`config.mk`:
```
export PLATFORM = sky130hd
export DESIGN_NAME = sram_block_reader
export DESIGN_NICKNAME = d
export VERILOG_FILES = /design/src/rtl/sram_block_reader_pkg.sv /design/src/rtl/sram_block_reader_fifo2_skid.sv /design/src/rtl/sram_block_reader.sv
export SDC_FILE = /design/constraint.sdc
export NUM_CORES = 1
export LEC_CHECK = 0
export ABC_AREA = 1
export CAP_MARGIN = 25
export CORE_MARGIN = 2
export CORE_UTILIZATION = 35
export DETAILED_ROUTE_END_ITERATION = 8
export PLACE_DENSITY = 0.6
export SETUP_SLACK_MARGIN = 0.4
export SYNTH_ARGS = -nofsm -noshare
export SYNTH_HDL_FRONTEND = slang
export SYNTH_SLANG_ARGS = --single-unit
```
`constraint.sdc`:
```
create_clock -name clk_i -period 3.2 [get_ports clk_i]
set_clock_uncertainty 0.1 [all_clocks]
set_input_delay 0.48 -clock clk_i [delete_from_list [all_inputs] [get_ports clk_i]]
set_output_delay 0.48 -clock clk_i [all_outputs]
set_load 0.02 [all_outputs]
```
`src/rtl/sram_block_reader_pkg.sv`:
```
`default_nettype none
// ============================================================================
//  Module   : sram_block_reader_pkg
//  Purpose  : Shared definitions for the SRAM block reader: SRAM geometry and
//             the transfer-sequencer state encoding.
//  Revision : 1.0  initial release
// ============================================================================
package sram_block_reader_pkg;

    localparam int SRAM_ABITS = 9;
    localparam int SRAM_DBITS = 32;

    typedef enum logic [1:0] {
        ST_IDLE  = 2'd0,
        ST_READ  = 2'd1,
        ST_DRAIN = 2'd2,
        ST_DONE  = 2'd3
    } state_e;

endpackage
`default_nettype wire

```
`src/rtl/sram_block_reader_fifo2_skid.sv`:
```
`default_nettype none
// ============================================================================
//  Module   : sram_block_reader_fifo2_skid
//  Purpose  : 2-entry synchronous skid FIFO with registered outputs. The head
//             entry drives dout_o directly, so output data is stable while the
//             consumer stalls.
//  Ports    : clk_i/rst_i  clock, synchronous active-high reset (empties FIFO)
//             push_i/din_i write strobe and data
//             pop_i        remove head entry (ignored when empty)
//             count_o      occupancy 0..2
//             dout_o       head entry
//  Revision : 1.0  initial release
// ============================================================================
module sram_block_reader_fifo2_skid #(
    parameter int WIDTH = 33
) (
    input  logic             clk_i,
    input  logic             rst_i,
    input  logic             push_i,
    input  logic [WIDTH-1:0] din_i,
    input  logic             pop_i,
    output logic [1:0]       count_o,
    output logic [WIDTH-1:0] dout_o
);

    logic [WIDTH-1:0] mem0_q, mem0_d;
    logic [WIDTH-1:0] mem1_q, mem1_d;
    logic [1:0]       count_q, count_d;
    logic             pop_eff;
    logic             push_eff;

    always_comb begin
        mem0_d   = mem0_q;
        mem1_d   = mem1_q;
        count_d  = count_q;
        // A pop on an empty FIFO has nothing to remove; a push into a full
        // FIFO is only accepted when it is paired with a pop.
        pop_eff  = pop_i & (count_q != 2'd0);
        push_eff = push_i & ((count_q != 2'd2) | pop_eff);

        case ({push_eff, pop_eff})
            2'b10: begin
                if (count_q == 2'd0) begin
                    mem0_d = din_i;
                end else begin
                    mem1_d = din_i;
                end
                count_d = count_q + 2'd1;
            end
            2'b01: begin
                mem0_d  = mem1_q;
                count_d = count_q - 2'd1;
            end
            2'b11: begin
                // Occupancy unchanged; the new word goes behind any survivor.
                if (count_q == 2'd2) begin
                    mem0_d = mem1_q;
                    mem1_d = din_i;
                end else begin
                    mem0_d = din_i;
                end
            end
            default: begin
            end
        endcase
    end

    always_ff @(posedge clk_i) begin
        if (rst_i) begin
            mem0_q  <= '0;
            mem1_q  <= '0;
            count_q <= 2'd0;
        end else begin
            mem0_q  <= mem0_d;
            mem1_q  <= mem1_d;
            count_q <= count_d;
        end
    end

    assign count_o = count_q;
    assign dout_o  = mem0_q;

endmodule
`default_nettype wire

```
`src/rtl/sram_block_reader.sv`:
```
`default_nettype none
// ============================================================================
//  Module   : sram_block_reader
//  Purpose  : On a start pulse, reads a contiguous (wrapping) range of SRAM
//             words one per cycle through port B and presents them as a
//             valid/ready stream with a last flag. A 2-entry skid FIFO absorbs
//             the SRAM's 1-cycle read latency.
//  Ports    : clk_i, rst_i             clock, synchronous active-high reset
//             start_i, base_i, len_i   transfer request (len 0 = empty)
//             busy_o, done_o           transfer status / completion pulse
//             ram_en_o, ram_we_o,
//             ram_addr_o, ram_dat_i    SRAM port B
//             m_valid_o, m_ready_i,
//             m_data_o, m_last_o       output stream
//  Revision : 1.0  initial release
// ============================================================================
module sram_block_reader
    import sram_block_reader_pkg::*;
#(
    parameter int ABITS = SRAM_ABITS,
    parameter int DBITS = SRAM_DBITS,
    parameter int DELAY = 3
) (
    input  logic             clk_i,
    input  logic             rst_i,
    input  logic             start_i,
    input  logic [ABITS-1:0] base_i,
    input  logic [ABITS:0]   len_i,
    output logic             busy_o,
    output logic             done_o,
    output logic             ram_en_o,
    output logic [3:0]       ram_we_o,
    output logic [ABITS-1:0] ram_addr_o,
    input  logic [DBITS-1:0] ram_dat_i,
    output logic             m_valid_o,
    input  logic             m_ready_i,
    output logic [DBITS-1:0] m_data_o,
    output logic             m_last_o
);

    // DELAY only shapes simulation timing of a behavioural flavour; it has no
    // meaning in this zero-delay implementation.
    logic w_unused_delay;
    assign w_unused_delay = ^DELAY;

    state_e           state_q, state_d;
    logic [ABITS-1:0] addr_q, addr_d;
    logic [ABITS:0]   rem_q, rem_d;
    logic             inflight_q, inflight_d;
    logic             inflight_last_q, inflight_last_d;

    logic [1:0]       fifo_count;
    logic [DBITS:0]   fifo_dout;
    logic             pop;
    logic [2:0]       occupancy;

    assign m_valid_o = (fifo_count != 2'd0);
    assign m_data_o  = fifo_dout[DBITS-1:0];
    assign m_last_o  = m_valid_o & fifo_dout[DBITS];
    assign pop       = m_valid_o & m_ready_i;

    // Words that will sit in the FIFO next cycle without a new read; a new
    // read is only issued when there is guaranteed room for its data.
    assign occupancy = {1'b0, fifo_count} + {2'b00, inflight_q} - {2'b00, pop};

    assign ram_en_o   = (state_q == ST_READ) && (rem_q != '0) && (occupancy < 3'd2);
    assign ram_we_o   = 4'h0;
    assign ram_addr_o = addr_q;
    assign busy_o     = (state_q == ST_READ) || (state_q == ST_DRAIN);
    assign done_o     = (state_q == ST_DONE);

    always_comb begin
        state_d         = state_q;
        addr_d          = addr_q;
        rem_d           = rem_q;
        inflight_d      = ram_en_o;
        inflight_last_d = ram_en_o && (rem_q == (ABITS+1)'(1));

        unique case (state_q)
            ST_IDLE: begin
                if (start_i) begin
                    addr_d  = base_i;
                    rem_d   = len_i;
                    state_d = (len_i == '0) ? ST_DONE : ST_READ;
                end
            end
            ST_READ: begin
                if (ram_en_o) begin
                    addr_d = addr_q + ABITS'(1);   // wraps modulo 2^ABITS
                    rem_d  = rem_q - (ABITS+1)'(1);
                    if (rem_q == (ABITS+1)'(1)) begin
                        state_d = ST_DRAIN;
                    end
                end
            end
            ST_DRAIN: begin
                if (pop && m_last_o) begin
                    state_d = ST_DONE;
                end
            end
            ST_DONE: begin
                state_d = ST_IDLE;
            end
            default: begin
                state_d = ST_IDLE;
            end
        endcase
    end

    always_ff @(posedge clk_i) begin
        if (rst_i) begin
            state_q         <= ST_IDLE;
            addr_q          <= '0;
            rem_q           <= '0;
            inflight_q      <= 1'b0;
            inflight_last_q <= 1'b0;
        end else begin
            state_q         <= state_d;
            addr_q          <= addr_d;
            rem_q           <= rem_d;
            inflight_q      <= inflight_d;
            inflight_last_q <= inflight_last_d;
        end
    end

    // SRAM data is pushed unconditionally the cycle after the read strobe.
    sram_block_reader_fifo2_skid #(
        .WIDTH (DBITS + 1)
    ) u_fifo (
        .clk_i   (clk_i),
        .rst_i   (rst_i),
        .push_i  (inflight_q),
        .din_i   ({inflight_last_q, ram_dat_i}),
        .pop_i   (pop),
        .count_o (fifo_count),
        .dout_o  (fifo_dout)
    );

endmodule
`default_nettype wire

```
==> results.md, run 1 <==
- Global-route wire length before repair: 18290 um
- DR vias: 4128
- Setup violators final: 0
- Req. time, crit path: 2620 ps
- Synth Flop Type: dfxtp_1
- Final Slew Violations: 0
- Core Footprint: 13190 sq um
- Syn Inst Count: 628
- Fraction of registers with async set/reset: 0%
- Residual DRC: 0
- DP HPWL: 7424 um
- Root buf cell: clkbuf_16
- Hold slack final: 342.7 ps
- Register area: 1827 sq um
- Status: complete, no violations
- Vias in the first global route: 3979
- Max incr delay on CP: 500 ps
- RSZ-0062 raised after global routing: false
- EDFF count, synth: 0
- Critical path arrival: 2160 ps
- Global placement routability congestion: 0.9108
- Syn Area/Cell: 7.509 sq um
- DRT Wirelength: 11100 um
- Synth unique cells: 35
- Crit path top cell by count: nand2_4
- Die area: 14420 sq um
- GRT Total Usage: 15.64%
- Setup crit end kind: output port
- CP delay by family, top: adder cells
- Final worst path period share: 85.56%
- Die Height: 120.1 um
- GRT Residual Overflow: 0
- Critical Path Fanout Max: 2
- Post-synthesis sequential area ratio: 38.63%
- Clk_lat worst skew: 340 ps
- Clock slew at reported path FFs: 70 ps
- Worst Hold Class: reg -> reg
- Post-synthesis cell area: 4716 sq um
- Initial antenna violation count: 0
- Max-Cap Viols: 0
- Slew Limit Headroom: 57.32%
- N_diodes: 0
- Final core occ: 45.29%
- Die span in x: 120.1 um
- Sequence of cells on the critical path: inv_4 > nand2_4 > nand2_4 > inv_4 > ha_4 > inv_2 > nand2_2 > fa_1 > nand3_1 > nor2_2 > nand2_4 > inv_2 > buf_6
- WS Path Type: reg -> out
- Largest area contributor in the synthesized netlist: dfxtp_1
- Crit path time final: 2738 ps
- Area grow syn2layout: 26.66%
- Most common cell in the synthesized netlist: dfxtp_1
- I/O pin count: 105
- Static leakage: 2.574 nW
- Synth top area share: 38.63%
- Slowest CP cell: fa_1
- Initial cell density of the core: 35.75%
- #FFs+latches synth: 91
- Commonest cells post-synth: dfxtp_1, nand2_1, a21oi_1
- Pre-antenna DRT Iters: 4
- I/O Buffers: 100
- Bufs and invs on worst path: 5
- Final-layout fill cell count: 1327
- Max Fclk: 0.3652 GHz
- Tightest Pin Transition: 639.5 ps
- Hold Vio Cnt, Final: 0
- CTS Buffer Depth: 2
- CTS tree: done
- H-tree depth: 3
- Area occupied by multi-input gates: 2230 sq um
- Largest net degree at the start of global routing: 67
- Pwr/cell area: 861.7 nW/um^2
- Largest cells by area after synthesis: dfxtp_1, a21oi_1, o21ai_0
- Yosys warns: 0
- Drt via density: 4.734
- Wirelength per Cell: 12.72 um
- Tot Pwr: 5.147 mW
- Starting DRT DRC Count: 332
- Rows: 42
- CTS sink cnt: 91
- Final #Nets: 756
- Peak VDD IR: 407.0 uV
- Total CTS buffers: 9
- Share of layout cells above drive strength 1: 9.339%
- CP Launch Type: register
- Antenna-violating nets left: 0
==> kinds of logic (layout without fill, tap and decap cells) <==
logic type | after synthesis | count (layout) | synth area share (%)
simple gates | 185 | 185 | 17.25
mux | 33 | 33 | 7.005
flops | 91 | 91 | 38.63
compound gates | 169 | 169 | 18.60
other cells | 1 | 4 | 0.07952
buf+inv | 137 | 202 | 15.26
fa+ha+maj | 10 | 10 | 2.812
xor+xnor | 2 | 2 | 0.3715
==> metrics by stage <==
step / worst slack [ps] / instance area, sq um / setup TNS, ps / instances
2_1_floorplan: 564.3 / 4727 / 0 / 631
3_3_place_gp: -258.4 / 5595 / -258.4 / 848
3_5_place_dp: -271.3 / 5595 / -271.3 / 848
4_1_cts: 380.7 / 5943 / 0 / 870
5_1_grt: 387.9 / 5973 / 0 / 872
6_report: 462.0 / 5973 / 0 / 872
==> worst reg2reg max path, cell delays in order (launching register included) <==
cell     delay, ps
dfxtp_4        360
inv_4           70
nand2_4         60
nand2_4         70
inv_4           40
ha_4           200
inv_2           40
nand2_2         40
fa_1           500
nand3_1         90
nor2_2         130
nand2_4         70
buf_4          150
o21ai_4        110
buf_4          220
nand3_1         80
a21oi_1        160
==> metal layers <==
metal / routed length [um] / track usage (%) / up-vias
li1: - / - / 2146
met1: 5302 / 19.55 / 1890
met2: 5218 / 26.53 / 80
met3: 399 / 2.804 / 12
met4: 173 / 6.324 / 0
met5: 0 / 0 / -
==> registers in the layout, summed over array words and instances, names as in the netlist <==
signal and cells:
u_fifo.dout_o 33, u_fifo.count_o 2, inflight_q 1, inflight_last_q 1, ram_addr_o 9, u_fifo.mem1_q 33, rem_q 10, state_q 2
==> final timing paths <==
kind,slack (ps),startpoint,cells after the start,end
max,460,u_fifo.count_o[1]$_SDFFE_PP0P_,13,ram_en_o
min,340,u_fifo.mem1_q[11]$_SDFFE_PP0P_,2,u_fifo.mem1_q[11]$_SDFFE_PP0P_
max reg2reg,650,u_fifo.count_o[1]$_SDFFE_PP0P_,16,ram_addr_o[1]$_SDFFE_PP0P_
min reg2reg,340,u_fifo.mem1_q[11]$_SDFFE_PP0P_,2,u_fifo.mem1_q[11]$_SDFFE_PP0P_
==> cell usage in the layout (no fill, tap or decap), drive strengths merged, types with 2 or more instances in the layout <==
| master | netlist | layout |
|---|---|---|
| nand4 | 5 | 5 |
| inv | 66 | 67 |
| dfxtp | 91 | 91 |
| clkdlybuf4s50 | 0 | 98 |
| conb | 1 | 4 |
| nand3 | 32 | 32 |
| buf | 57 | 21 |
| nor2 | 49 | 49 |
| a31oi | 3 | 3 |
| clkinv | 0 | 4 |
| a21oi | 82 | 82 |
| mux2i | 33 | 33 |
| ha | 9 | 9 |
| nand2 | 95 | 95 |
| o21ai | 82 | 82 |
| clkbuf | 14 | 10 |
| nor3 | 2 | 2 |
==> layout make-up <==
class                   count  share of cell area (%)
well taps                 176                   3.687
repair buffers            120                   19.48
clock buffers              10                   3.833
multi-input cells         403                   37.33
flip-flops and latches     91                   30.58
inverters                  66                   4.231
clock inverters             6                  0.8588
==> where the power goes <==
part | switching [mW] | total, mW | internal, mW
combinational | 1.45 | 2.49 | 1.04
clock | 0.469 | 1.00 | 0.535
sequential | 0.211 | 1.65 | 1.44
total | 2.13 | 5.15 | 3.01
==> repair_timing <==
item,4_1_cts,5_1_grt
hold buffers,0,0
gates resized for setup,15,4
endpoints found under the setup margin,2,1
cloned,0,0
pin swaps,5,5
buffers inserted,6,2
Note: power is estimated with default switching activity, not from simulation.
==> run 2: changes to the inputs <==
- CAP_MARGIN: 25 -> 20
- GPL_ROUTABILITY_DRIVEN: default -> 0
==> run 2 against run 1 <==
  * Die area unchanged
  * Critical endpoint unchanged
  * Via count up 2.0%
  * Highest routed layer unchanged
  * Critical path type unchanged
  * Critical path depth unchanged
==> results.md, run 2 (same netlist as run 1, synthesis figures left out) <==
- Sequence of cells on the critical path: inv_4 > nand2_4 > nand2_4 > inv_4 > ha_4 > inv_2 > nand2_2 > fa_1 > nand3_1 > nor2_2 > nand2_4 > inv_2 > buf_6
- Static leakage: 2.613 nW (+1.5%)
- Critical Path Fanout Max: 2 (unchanged)
- Share of layout cells above drive strength 1: 10.51% (+1.2 points)
- Global-route wire length before repair: 18600 um (+1.7%)
- Setup violators final: 0 (unchanged)
- Rows: 42 (unchanged)
- Total CTS buffers: 9 (unchanged)
- Starting DRT DRC Count: 279 (-16%)
- Largest net degree at the start of global routing: 67 (unchanged)
- Worst reg2reg path startpoint: u_fifo.count_o[1]$_SDFFE_PP0P_
- CP delay by family, top: adder cells
- Worst reg2reg setup slack: 580 ps (-70 ps)
- WS Path Type: reg -> out
- I/O pin count: 105 (unchanged)
- Psw: 2.158 mW (+1.1%)
- Worst Hold Class: reg -> reg
- Commonest non-fill, non-tap cell in the layout: clkdlybuf4s50_1
- GRT Total Usage: 15.75% (+0.11 points)
- Clock slew at reported path FFs: 60 ps (about the same)
- Clock power frac: 19.7% (+0.2 points)
- CTS sink cnt: 91 (unchanged)
- Reg power frac: 31.8% (-0.3 points)
- Clk_lat worst skew: 340 ps (about the same)
- Area grow syn2layout: 27.94%
- Die Height: 120.1 um (unchanged)
- Bufs and invs on worst path: 5 (unchanged)
- Core Footprint: 13190 sq um (unchanged)
- Hold Vio Cnt, Final: 0 (unchanged)
- Final core occ: 45.74% (+0.46 points)
- CP Capture Point: ram_en_o
- Final #Nets: 764 (+1.1%)
- I/O Buffers: 100 (unchanged)
- Status: complete, no violations
- N_diodes: 0 (unchanged)
- Finished Cell Area: 6033 sq um (+1.0%)
- RSZ-0062 raised after global routing: true
- GRT Residual Overflow: 0 (unchanged)
- CP Launch Type: register
- Slowest CP cell: fa_1
- CP startpoint: u_fifo.count_o[1]$_SDFFE_PP0P_
- Critical path depth: 13 (unchanged)
- R2R cell count: 17 (+1)
- Max-Cap Viols: 0 (unchanged)
- Drt via density: 4.786 (+1.1%)
- Final worst path period share: 85.08% (-0.49 points)
- Die span in x: 120.1 um (unchanged)
- Wirelength per Cell: 12.45 um (-2.1%)
- Setup crit end kind: output port
- Comb power frac: 48.5% (about the same)
- Max Fclk: 0.3673 GHz (+0.57%)
- Initial cell density of the core: 35.75% (unchanged)
- Peak VDD IR: 361.3 uV (-11%)
- CTS Buffer Depth: 2 (unchanged)
- Antenna-violating nets left: 0 (unchanged)
- Vias in the first global route: 3986 (+0.18%)
- Pwr/cell area: 862.7 nW/um^2 (+0.12%)
- Residual DRC: 0 (unchanged)
- Initial antenna violation count: 0 (unchanged)
- TNS Setup: 0 ps (unchanged)
- CTS tree: done
- Internal power: 3.047 mW (+1.2%)
- Critical path arrival: 2140 ps (-20 ps)
- H-tree depth: 3 (unchanged)
- Die area: 14420 sq um (unchanged)
- Switching fraction of total power: 41.46% (about the same)
- Root buf cell: clkbuf_16
- Slew Limit Headroom: 57.34% (about the same)
- DRT Wirelength: 10960 um (-1.2%)
- Max incr delay on CP: 490 ps (about the same)
- Area occupied by multi-input gates: 2230 sq um (unchanged)
- DP HPWL: 7245 um (-2.4%)
- DR vias: 4212 (+2.0%)
- Req. time, crit path: 2620 ps (about the same)
- Crit path time final: 2723 ps (-15.54 ps)
- Crit path top cell by count: nand2_4
- Pre-antenna DRT Iters: 4 (unchanged)
- Reg-to-reg endpoint: u_fifo.dout_o[24]$_SDFFE_PP0P_
- Final-layout fill cell count: 1280 (-3.5%)
- Highest-count cells in the layout ignoring fill and taps: clkdlybuf4s50_1, dfxtp_1, nand2_1, a21oi_1, o21ai_0
- Final Slew Violations: 0 (unchanged)
- Tightest Pin Transition: 639.9 ps (+0.4583 ps)
- Register area: 1827 sq um (unchanged)
- Cts hold-fix bufs: 0 (unchanged)
- Area after DPL: 5583 sq um (-0.22%)
run 2: changes by cell type in the layout (fill, tap and decap cells not counted):
cell and delta:
clkbuf_1 -1, buf_8 +1, inv_8 +1, inv_6 +2
buf_4 +8, clkinv_4 -2, clkinv_2 +1, clkinvlp_4 -1
buf_12 -1
run 2: stage by stage:
step                      hold WS (ps)  cells  power, mW  setup slack (ps)
after global routing             360.3    880      5.638             379.9
after global placement           329.7    848      4.053            -260.1
after floorplan                  323.0    631      3.534             564.3
after CTS                        346.5    878      5.227             382.6
after detailed placement         336.8    848      4.107            -259.7
final                            342.8    880      5.205             477.5
run 2: area by class of cell:
cell class	instances	area share (%)
flip-flops and latches	91	30.28
multi-input cells	403	36.96
well taps	176	3.650
clock inverters	7	0.9954
inverters	66	4.189
repair buffers	128	20.20
clock buffers	9	3.733
run 2: worst register-to-register path: stages (launching register included):
cell and delay, ps:
dfxtp_4 360, inv_4 40, nand2_4 70, nand2_4 60, buf_4 130, buf_4 120
buf_4 120, buf_4 120, buf_4 120, buf_4 120, buf_4 120, buf_4 120
buf_4 120, buf_4 140, o21ai_4 60, buf_8 320, o21ai_0 180, a21oi_1 140
run 2: repair_timing:
action,in CTS,in global routing
resized for setup,15,7
buffers inserted,14,2
endpoints found under the hold margin,0,0
pin swaps,5,6
setup endpoints to repair,1,38
gates cloned,0,0
run 2: worst min-delay path by stage:
stage / startpoint / to / slack, ps / cells past startpoint
global placement: u_fifo.mem1_q[19]$_SDFFE_PP0P_ / u_fifo.mem1_q[19]$_SDFFE_PP0P_ / 330 / 2
global route: u_fifo.mem1_q[29]$_SDFFE_PP0P_ / u_fifo.mem1_q[29]$_SDFFE_PP0P_ / 360 / 2
floorplan: u_fifo.mem1_q[0]$_SDFFE_PP0P_ / u_fifo.mem1_q[0]$_SDFFE_PP0P_ / 320 / 2
CTS: u_fifo.mem1_q[23]$_SDFFE_PP0P_ / u_fifo.mem1_q[23]$_SDFFE_PP0P_ / 350 / 2
detailed placement: u_fifo.mem1_q[3]$_SDFFE_PP0P_ / u_fifo.mem1_q[3]$_SDFFE_PP0P_ / 340 / 2
finish: u_fifo.mem1_q[23]$_SDFFE_PP0P_ / u_fifo.mem1_q[23]$_SDFFE_PP0P_ / 340 / 2
run 2: layer usage:
metal / vias to the layer above / GRT usage, % / part of all wire (%)
li1: 2164 / - / -
met1: 1932 / 20.21 / 47
met2: 105 / 25.78 / 47
met3: 11 / 3.184 / 5.0
met4: 0 / 6.397 / 1.5
met5: - / 0 / 0
run 2: power by group through the flow:
stage / Sequential, mW / Combinational [mW] / Clock [mW]
after global placement: 1.66 / 2.39 / 0
after detailed placement: 1.68 / 2.43 / 0
after CTS: 1.65 / 2.52 / 1.06
after floorplan: 1.67 / 1.86 / 0
after global routing: 1.70 / 2.83 / 1.11
final: 1.65 / 2.53 / 1.03
==> run 3: changes to the inputs <==
- HOLD_SLACK_MARGIN: default -> 0.05
==> results of run 3 <==
Final layout, timing and power as in run 2 (identical DEF).
